==> src/rtl/countdown_timer.sv <==
// Loadable down-counter with load handshake, start/stop/pause control and
// optional auto-reload; emits a one-cycle done pulse at terminal count.
module countdown_timer #(
   parameter int unsigned Size = 5
) (
   input  logic            clock,
   input  logic            reset,
   input  logic            load_valid,
   input  logic [Size-1:0] load_value,
   output logic            load_ready,
   input  logic            start,
   input  logic            stop,
   input  logic            pause,
   input  logic            autoreload,
   output logic [Size-1:0] count,
   output logic            busy,
   output logic            done
);

   typedef enum logic [1:0] {
      IDLE  = 2'd0,
      ARMED = 2'd1,
      RUN   = 2'd2
   } state_t;

   state_t          state;
   state_t          state_nxt;
   logic [Size-1:0] reload;
   logic [Size-1:0] reload_nxt;
   logic [Size-1:0] count_nxt;
   logic            done_nxt;
   logic            load_fire_c;

   // load_ready is kept equal to (state != RUN), so it qualifies the handshake
   assign load_fire_c = load_valid & load_ready;

   // State and registered outputs
   always_ff @(posedge clock or negedge reset) begin
      if (!reset) begin
         state      <= IDLE;
         count      <= '0;
         reload     <= '0;
         done       <= 1'b0;
         busy       <= 1'b0;
         load_ready <= 1'b1;
      end else begin
         state      <= state_nxt;
         count      <= count_nxt;
         reload     <= reload_nxt;
         done       <= done_nxt;
         busy       <= (state_nxt == RUN);
         load_ready <= (state_nxt != RUN);
      end
   end

   // Next-state and datapath decode
   always_comb begin
      state_nxt  = state;
      count_nxt  = count;
      reload_nxt = reload;
      done_nxt   = 1'b0;
      case (state)
         IDLE: begin
            if (load_fire_c) begin
               count_nxt  = load_value;
               reload_nxt = load_value;
               state_nxt  = ARMED;
            end
         end
         ARMED: begin
            // a load in the same cycle as start wins and drops the start
            if (load_fire_c) begin
               count_nxt  = load_value;
               reload_nxt = load_value;
            end else if (start) begin
               state_nxt = RUN;
            end
         end
         RUN: begin
            if (stop) begin
               state_nxt = IDLE;
            end else if (pause) begin
               state_nxt = RUN;
            end else if (count != '0) begin
               count_nxt = count - Size'(1);
            end else begin
               // terminal is detected at zero, so the decrement never wraps
               done_nxt = 1'b1;
               if (autoreload) begin
                  count_nxt = reload;
               end else begin
                  state_nxt = IDLE;
               end
            end
         end
         default: begin
            state_nxt = IDLE;
         end
      endcase
   end

endmodule

==> config.mk <==
export PLATFORM = sky130hd
export DESIGN_NAME = countdown_timer
export DESIGN_NICKNAME = d
export VERILOG_FILES = /design/src/rtl/countdown_timer.sv
export SDC_FILE = /design/constraint.sdc
export NUM_CORES = 1
export LEC_CHECK = 0
export CAP_MARGIN = 20
export CORE_MARGIN = 8
export CORE_UTILIZATION = 50
export DETAILED_ROUTE_END_ITERATION = 16
export PLACE_DENSITY = 0.91
export SYNTH_ARGS = -nofsm -noshare
export SYNTH_HDL_FRONTEND = slang
export SYNTH_SLANG_ARGS = --single-unit
==> constraint.sdc <==
create_clock -name clock -period 5.2 [get_ports clock]
set_input_delay 0.78 -clock clock [delete_from_list [all_inputs] [get_ports clock]]
set_output_delay 0.78 -clock clock [all_outputs]
set_load 0.03 [all_outputs]
==> flow_metrics.env, run 1 <==
export IMPL_grt_pass1_wl_um=2810
export IMPL_min_to="reload[4]"
export IMPL_num_vias=629
export IMPL_wirelength_um=1650
export IMPL_required_ns=4.42
export IMPL_path_delay_family="buffers and inverters"
export IMPL_maxCapViolCount=0
export IMPL_n_fill_cell=127
export IMPL_cts_made_buffers=3
export IMPL_synth_nets=86
export IMPL_start_util_pct=53.2
export IMPL_drtAntennaViolNets=0
export IMPL_crit_buf_inv=1
export IMPL_async_reset_ff_share_pct=100
export IMPL_setup_violations=0
export IMPL_netlist_area_um2=792
export IMPL_num_io_pins=20
export IMPL_stdcell_area_um2=1020
export IMPL_whs_path_depth=1
export IMPL_fmax_mhz=438
export IMPL_cts_root_buffer="clkbuf_4"
export IMPL_die_height_um=55.8
export IMPL_tns_ns=0
export IMPL_slew_headroom_pct=51.3
export IMPL_ys_flop_type="dfrtp_1"
export IMPL_core_area_um2=1490
export IMPL_grt_setup_unrepaired="no"
export IMPL_synth_mux_area_share_pct=12.3
export IMPL_hold_buffers=0
export IMPL_synth_distinct_cells=34
export IMPL_ff2ff_setup_slack_ns=3.05
export IMPL_reg2reg_to="count[2]"
export IMPL_synth_cells=72
export IMPL_leakagePower_nw=0.426
export IMPL_ys_warn_count=0
export IMPL_antenna_found_initial=0
export IMPL_cts_resized_gates=0
export IMPL_hold_viol=0
export IMPL_tightest_slew_ns=0.720
export IMPL_status="completed"
export IMPL_grt_pass1_vias=638
export IMPL_synth_area_top_cells="dfrtp_1 (44%), mux2_2 (8.5%), mux2_4 (3.8%)"
export IMPL_worst_setup_path_start_kind="register"
export IMPL_grt_overflow=0
export IMPL_fin_skew_ns=0.00763
export IMPL_synth_edf_count=0
export IMPL_numPortBuffers=19
export IMPL_dp_cells=105
export IMPL_drive_above_1_share_pct=17.2
export IMPL_cts_tree="done"
export IMPL_path_clk_slew_ns=0.08
export IMPL_synth_avg_cell_area_um2=11.0
export IMPL_cp_max_fo=3
export IMPL_synth_top_area_cell="dfrtp_1"
export IMPL_slew_violations=0
export IMPL_clk_insertion_delay_late_ns=0.28
export IMPL_cp_arrival_ns=1.50
export IMPL_htreeDepth=1
export IMPL_diodes=0
export IMPL_die_w_um=55.8
export IMPL_hold_path_class="reg -> reg"
export IMPL_r2r_start="count[0]"
export IMPL_slowest_stage="clkdlybuf4s50_1"
export IMPL_drt_iter0_drc=11
export IMPL_crit_chain="clkdlybuf4s50_1"
export IMPL_synth_compound_area_share_pct=14.1
export IMPL_synth_fa_ha_area_share_pct=3.16
export IMPL_period_needed_ns=2.28
export IMPL_drc=0
export IMPL_gp_congestion=0.861
export IMPL_synth_xor_xnor_area_share_pct=2.21
export IMPL_synth_top_area_share_pct=44.2
export IMPL_dp_hpwl_um=1350
export IMPL_postPlaceCellArea_um2=993
export IMPL_grt_total_usage_pct=10.9
export IMPL_fin_nets=108
export IMPL_p_per_area_nw_per_um2=449
export IMPL_clockBufferDepth=2
export IMPL_fin_cells=109
export IMPL_viasPerCell=5.77
export IMPL_ys_seq_elements=15
export IMPL_cpPeakStageDelay_ns=0.67
export IMPL_dr_pass1_iters=4
export IMPL_ys_seq_area_share_pct=47.6
export IMPL_wire_per_inst_um=15.1
export IMPL_clock_sinks=15
export IMPL_row_count=14
export IMPL_vdd_ir_drop_max_uv=239
export IMPL_whs_ns=0.505
export IMPL_synth_top_family_by_area="simple AND/OR/NAND/NOR gates"
export IMPL_crit_type="reg -> out"
export IMPL_synth_simple_area_share_pct=18.2
export IMPL_die_area_um2=3110
export IMPL_r2r_cells=6
export IMPL_cp_end_kind="primary output"
export IMPL_syn_to_final_growth_pct=28.9
export IMPL_grt_max_degree=16
export IMPL_cts_setup_buffers=0
export IMPL_fin_crit_sh_pct=43.9
export IMPL_hold_start="reload[4]"
[report_power, final]
part | leakage [nW] | internal, mW | switching, mW
logic | 0.231 | 0.100 | 0.102
registers | 0.178 | 0.154 | 0.0362
clock network | 0.0177 | 0.0286 | 0.0375
total | 0.426 | 0.283 | 0.175
[synthesized netlist by cell type, types with 2 or more instances]
cell      number
dfrtp_1       14
mux2_2         6
nand3_1        5
o21ai_0        4
a21oi_1        3
inv_1          3
a22o_1         2
ha_1           2
mux2_4         2
nand2_1        2
nand2b_1       2
nor2_1         2
nor2b_1        2
nor4b_1        2
or3_1          2
[layer usage]
layer	up-vias	global-route usage (%)	routed length (um)
met4	0	3.17	0
met3	0	5.02	99
li1	312	-	-
met5	-	0	0
met1	298	12.2	705
met2	19	17.8	845
[flip-flops by register name, summed over array words and instances, names as in the netlist]
register	flops
busy	1
count	5
done	1
reload	5
load_ready	1
state	2
[layout by cell type, fill, tap and decap left out, types with 3 or more instances in the layout]
master            n
a21oi_1           3
clkbuf_4          3
inv_1             3
dfrtp_1          14
o21ai_0           4
nand3_1           5
clkdlybuf4s50_1  19
mux2_2            6
[cell families after synthesis]
| family | count (synthesis) |
|---|---|
| buf+inv | 5 |
| compound gates | 16 |
| xor+xnor | 2 |
| flops | 15 |
| fa+ha+maj | 2 |
| mux | 8 |
| simple gates | 24 |
[per-stage QoR]
step	total power, mW	util (%)	setup WS, ns
2_1_floorplan	0.320	-	3.09
3_3_place_gp	0.392	66.7	2.81
3_5_place_dp	0.396	66.7	2.77
4_1_cts	0.463	68.6	2.90
5_1_grt	0.490	68.6	2.86
6_report	0.458	68.6	2.92
[worst max-delay path by stage]
| stage | startpoint | endpoint | slack, ns | cells past startpoint |
|---|---|---|---|---|
| 2_1_floorplan | count[0] | count[0] | 3.09 | 7 |
| 3_3_place_gp | pause | count[1] | 2.81 | 5 |
| 3_5_place_dp | pause | count[2] | 2.77 | 5 |
| 4_1_cts | load_ready | load_ready | 2.90 | 1 |
| 5_1_grt | count[2] | count[2] | 2.86 | 1 |
| 6_report | load_ready | load_ready | 2.92 | 1 |
[layout make-up]
class / count / area (um^2) / share of cell area (%)
Clock inverter: 1 / 5.00 / 0.490
Clock buffer: 3 / 22.5 / 2.21
Sequential cell: 15 / 377 / 36.9
Inverter: 3 / 11.3 / 1.10
Tap cell: 16 / 20.0 / 1.96
Multi-Input combinational cell: 52 / 395 / 38.7
Timing Repair Buffer: 19 / 190 / 18.6
No activity file was read; power rests on OpenSTA's default activity.
==> run 2: changes to the inputs <==
- CORE_UTILIZATION: 50 -> 47
- PLACE_DENSITY: 0.91 -> 0.87
- clock period: 5.2 -> 2.3 ns (I/O delays scaled with it)
==> run 2 against run 1 <==
Net effect:
- worst setup slack worse by 2.7 ns
- sequential share of layout area down 0.58 points
- non-clock buffer count up 2
- clock skew down 0.0062 ns
- global-route usage up 0.26 points
- total power up 130%
- via count up 1.9%
- combinational power up 130%
- register-to-register slack worse by 2.9 ns
==> flow_metrics.env, run 2 (synthesis gave the netlist of run 1 again) <==
export IMPL_cts_made_buffers=3
export IMPL_dp_cells=108
export IMPL_vdd_ir_drop_max_uv=579
export IMPL_clk_insertion_delay_late_ns=0.28
export IMPL_cp_end_kind="register"
export IMPL_grt_overflow=0
export IMPL_crit_type="reg -> reg"
export IMPL_dp_hpwl_um=1360
export IMPL_leakagePower_nw=0.436
export IMPL_start_util_pct=48.0
export IMPL_cp_max_fo=7
export IMPL_grt_pass1_wl_um=2980
export IMPL_grt_total_usage_pct=11.1
export IMPL_p_per_area_nw_per_um2=1010
export IMPL_grt_setup_unrepaired="no"
export IMPL_critPathLaunch="count[0]"
export IMPL_maxCapViolCount=0
export IMPL_syn_to_final_growth_pct=31.0
export IMPL_drt_iter0_drc=7
export IMPL_num_io_pins=20
export IMPL_grt_max_degree=16
export IMPL_final_common_cell="clkdlybuf4s50_1"
export IMPL_worst_setup_path_start_kind="register"
export IMPL_grt_pass1_vias=662
export IMPL_cpPeakStageDelay_ns=0.56
export IMPL_fin_crit_sh_pct=91.7
export IMPL_clock_sinks=15
export IMPL_slew_violations=0
export IMPL_hold_viol=0
export IMPL_setup_violations=0
export IMPL_hold_buffers=0
export IMPL_r2r_start="count[0]"
export IMPL_required_ns=2.48
export IMPL_diodes=0
export IMPL_fin_cells=112
export IMPL_htreeDepth=1
export IMPL_period_needed_ns=2.11
export IMPL_ff2ff_setup_slack_ns=0.19
export IMPL_die_w_um=57.1
export IMPL_path_delay_family="simple AND/OR/NAND/NOR gates"
export IMPL_antenna_found_initial=0
export IMPL_drc=0
export IMPL_num_vias=641
export IMPL_fin_skew_ns=0.00142
export IMPL_cts_root_buffer="clkbuf_4"
export IMPL_die_area_um2=3250
export IMPL_status="completed"
export IMPL_slew_headroom_pct=55.2
export IMPL_cp_arrival_ns=2.29
export IMPL_path_clk_slew_ns=0.09
export IMPL_drtAntennaViolNets=0
export IMPL_clockBufferDepth=2
export IMPL_cts_resized_gates=0
export IMPL_wirelength_um=1710
export IMPL_tns_ns=0
export IMPL_layout_common_cells="clkdlybuf4s50_1 (19), dfrtp_1 (14), mux2_2 (6)"
export IMPL_dr_pass1_iters=4
export IMPL_slowest_stage="or4b_1"
export IMPL_numPortBuffers=19
export IMPL_cts_setup_buffers=0
export IMPL_n_fill_cell=149
export IMPL_reg_top3="count: 5 flops, reload: 5 flops, state: 2 flops"
export IMPL_crit_buf_inv=1
export IMPL_viasPerCell=5.72
export IMPL_hold_path_class="in -> async"
export IMPL_row_count=15
export IMPL_fmax_mhz=474
export IMPL_die_height_um=57.1
export IMPL_cts_tree="done"
export IMPL_crit_chain="inv_1, ha_1, or4b_1, o21ai_2, nand2_2, mux2_4"
export IMPL_fin_nets=110
export IMPL_gp_congestion=0.809
export IMPL_drive_above_1_share_pct=18.9
export IMPL_core_area_um2=1650
export IMPL_wire_per_inst_um=15.2
export IMPL_tightest_slew_ns=0.669
run 2: cell types whose count changed in the layout (fill, tap and decap cells not counted), sizes merged:
cell,change
buf,+2
run 2: cell type report:
| type | instances | area (um^2) | share of cell area (%) |
|---|---|---|---|
| Inverter | 3 | 11.3 | 1.09 |
| Sequential cell | 15 | 377 | 36.3 |
| Clock buffer | 3 | 22.5 | 2.17 |
| Timing Repair Buffer | 21 | 205 | 19.8 |
| Clock inverter | 1 | 5.00 | 0.483 |
| Tap cell | 17 | 21.3 | 2.05 |
| Multi-Input combinational cell | 52 | 395 | 38.1 |
run 2: stage by stage:
step                cell area (um^2)  util, %  total power, mW  setup WS, ns  hold WS, ns
floorplan                        792        -            0.724         0.195       0.0494
global placement                1010     61.1            0.898         0.291        0.491
global route                    1040     62.8             1.13        0.0817        0.510
CTS                             1040     62.8             1.06         0.206        0.481
detailed placement              1010     61.1            0.908         0.217        0.493
finish                          1040     62.8             1.05         0.190        0.462
run 2: layer usage:
layer	up-vias	share of wire, %	global-route usage (%)
met2	16	50	18.4
li1	315	-	-
met4	0	1.1	4.03
met1	306	43	12.8
met3	4	5.6	3.99
met5	-	0	0
run 2: report_power, final:
group | switching (mW) | leakage [nW] | internal, mW | total (mW)
Sequential | 0.0826 | 0.178 | 0.348 | 0.431
Clock | 0.0863 | 0.0177 | 0.0645 | 0.151
Combinational | 0.236 | 0.241 | 0.235 | 0.471
run 2: worst paths after layout:
kind | endpoint | cells past startpoint
max | count[2] | 6
min | count[4] | 1
max reg2reg | count[2] | 6
min reg2reg | reload[4] | 1
max in group asynchronous | reload[0] | 1
min in group clock | reload[4] | 1
==> run 3: changes to the inputs <==
- MAX_ROUTING_LAYER: unset -> met4
==> run 3 against run 2 <==
Net effect:
- die area stayed put
- critical path type unchanged
- sequential power about the same
- final area unchanged
- first-iteration DRC count down 29%
- clock power barely moved
- total power hardly changed
- combinational power about the same
- maximum frequency about the same
==> flow_metrics.env, run 3 (synthesis gave the netlist of run 1 again) <==
export IMPL_status="completed"
export IMPL_cts_resized_gates=0
export IMPL_wirelength_um=1710
export IMPL_fin_skew_ns=0.00105
export IMPL_fin_nets=110
export IMPL_maxCapViolCount=0
export IMPL_clk_insertion_delay_late_ns=0.28
export IMPL_slew_headroom_pct=55.3
export IMPL_cts_root_buffer="clkbuf_4"
export IMPL_htreeDepth=1
export IMPL_hold_buffers=0
export IMPL_num_vias=648
export IMPL_antenna_found_initial=0
export IMPL_core_area_um2=1650
export IMPL_numPortBuffers=19
export IMPL_period_needed_ns=2.11
export IMPL_fmax_mhz=474
export IMPL_die_area_um2=3250
export IMPL_grt_total_usage_pct=11.4
export IMPL_syn_to_final_growth_pct=31.0
export IMPL_cts_tree="done"
export IMPL_die_height_um=57.1
export IMPL_cp_arrival_ns=2.28
export IMPL_clockBufferDepth=2
export IMPL_crit_type="reg -> reg"
export IMPL_tns_ns=0
export IMPL_crit_chain="inv_1, ha_1, or4b_1, o21ai_2, nand2_2, mux2_4"
export IMPL_clock_sinks=15
export IMPL_worst_setup_path_start_kind="register"
export IMPL_fin_crit_sh_pct=91.7
export IMPL_layout_common_cells="clkdlybuf4s50_1 (19), dfrtp_1 (14), mux2_2 (6)"
export IMPL_drc=0
export IMPL_row_count=15
export IMPL_grt_pass1_wl_um=2980
export IMPL_fin_ws_ns=0.190
export IMPL_hold_viol=0
export IMPL_reg_top3="count: 5 flops, reload: 5 flops, state: 2 flops"
export IMPL_slew_violations=0
export IMPL_hold_path_class="in -> async"
export IMPL_cp_end_kind="register"
export IMPL_pre_cts_ws_ns=0.217
export IMPL_grt_max_degree=16
export IMPL_required_ns=2.47
export IMPL_setup_violations=0
export IMPL_wire_per_inst_um=15.3
export IMPL_start_util_pct=48.0
export IMPL_drtAntennaViolNets=0
export IMPL_dr_pass1_iters=4
export IMPL_num_io_pins=20
export IMPL_gp_congestion=0.821
export IMPL_dp_hpwl_um=1360
export IMPL_drive_above_1_share_pct=18.9
export IMPL_cts_setup_buffers=0
export IMPL_grt_setup_unrepaired="no"
export IMPL_cp_max_fo=7
export IMPL_vdd_ir_drop_max_uv=579
export IMPL_diodes=0
export IMPL_viasPerCell=5.79
export IMPL_grt_overflow=0
export IMPL_leakagePower_nw=0.436
export IMPL_grt_pass1_vias=663
export IMPL_p_per_area_nw_per_um2=1010
export IMPL_tightest_slew_ns=0.669
export IMPL_slowest_stage="or4b_1"
export IMPL_n_fill_cell=149
export IMPL_cpPeakStageDelay_ns=0.56
export IMPL_path_clk_slew_ns=0.09
export IMPL_die_w_um=57.1
export IMPL_cts_made_buffers=3
export IMPL_final_common_cell="clkdlybuf4s50_1"
export IMPL_drt_iter0_drc=5
## run 3: metal layers
layer	routed length (um)	track usage [%]	part of all wire (%)	up-vias
met5	0	-	0	-
met4	19	4.03	1.1	0
met3	92	3.77	5.4	4
met2	875	18.4	51	18
met1	726	12.9	42	313
li1	-	-	-	313
## run 3: final cells by class
class	count	area (um^2)	share of cell area [%]
well taps	17	21.3	2.05
clock inverters	1	5.00	0.483
flip-flops and latches	15	377	36.3
inverters	3	11.3	1.09
clock buffers	3	22.5	2.17
repair buffers	21	205	19.8
multi-input cells	52	395	38.1
## run 3: worst max-delay path, delay by kind of cell, from the launching register on
| kind | cells | cell delay (ns) |
|---|---|---|
| AND/OR/NAND/NOR | 2 | 0.68 |
| flip-flops | 1 | 0.42 |
| multiplexers | 1 | 0.32 |
| AO/OA/AOI/OAI | 1 | 0.25 |
| adder cells (fa/ha/maj) | 1 | 0.21 |
| buffers and inverters | 1 | 0.13 |
## run 3: per-stage QoR
step	power, mW	instance area (um^2)	util, %	std cells	hold WS [ns]
floorplan	0.724	792	-	72	0.0494
global placement	0.898	1010	61.1	108	0.491
detailed placement	0.908	1010	61.1	108	0.493
CTS	1.06	1040	62.8	112	0.481
global route	1.13	1040	62.8	112	0.510
finish	1.05	1040	62.8	112	0.464
## run 3: power breakdown
| part | internal [mW] | switching [mW] |
|---|---|---|
| combinational | 0.235 | 0.237 |
| sequential | 0.348 | 0.0823 |
| clock | 0.0645 | 0.0857 |
| total | 0.647 | 0.405 |
## run 3: path summary, 6_finish.rpt
kind	slack, ns	cells after the start	start	to
worst max-delay path	0.19	6	count[0]	count[2]
worst min-delay path	0.46	1	reset	count[4]
worst max register to register	0.19	6	count[0]	count[2]
worst min register to register	0.51	1	reload[1]	reload[1]
max in group asynchronous	1.41	1	reset	reload[0]
min in group clock	0.51	1	reload[1]	reload[1]
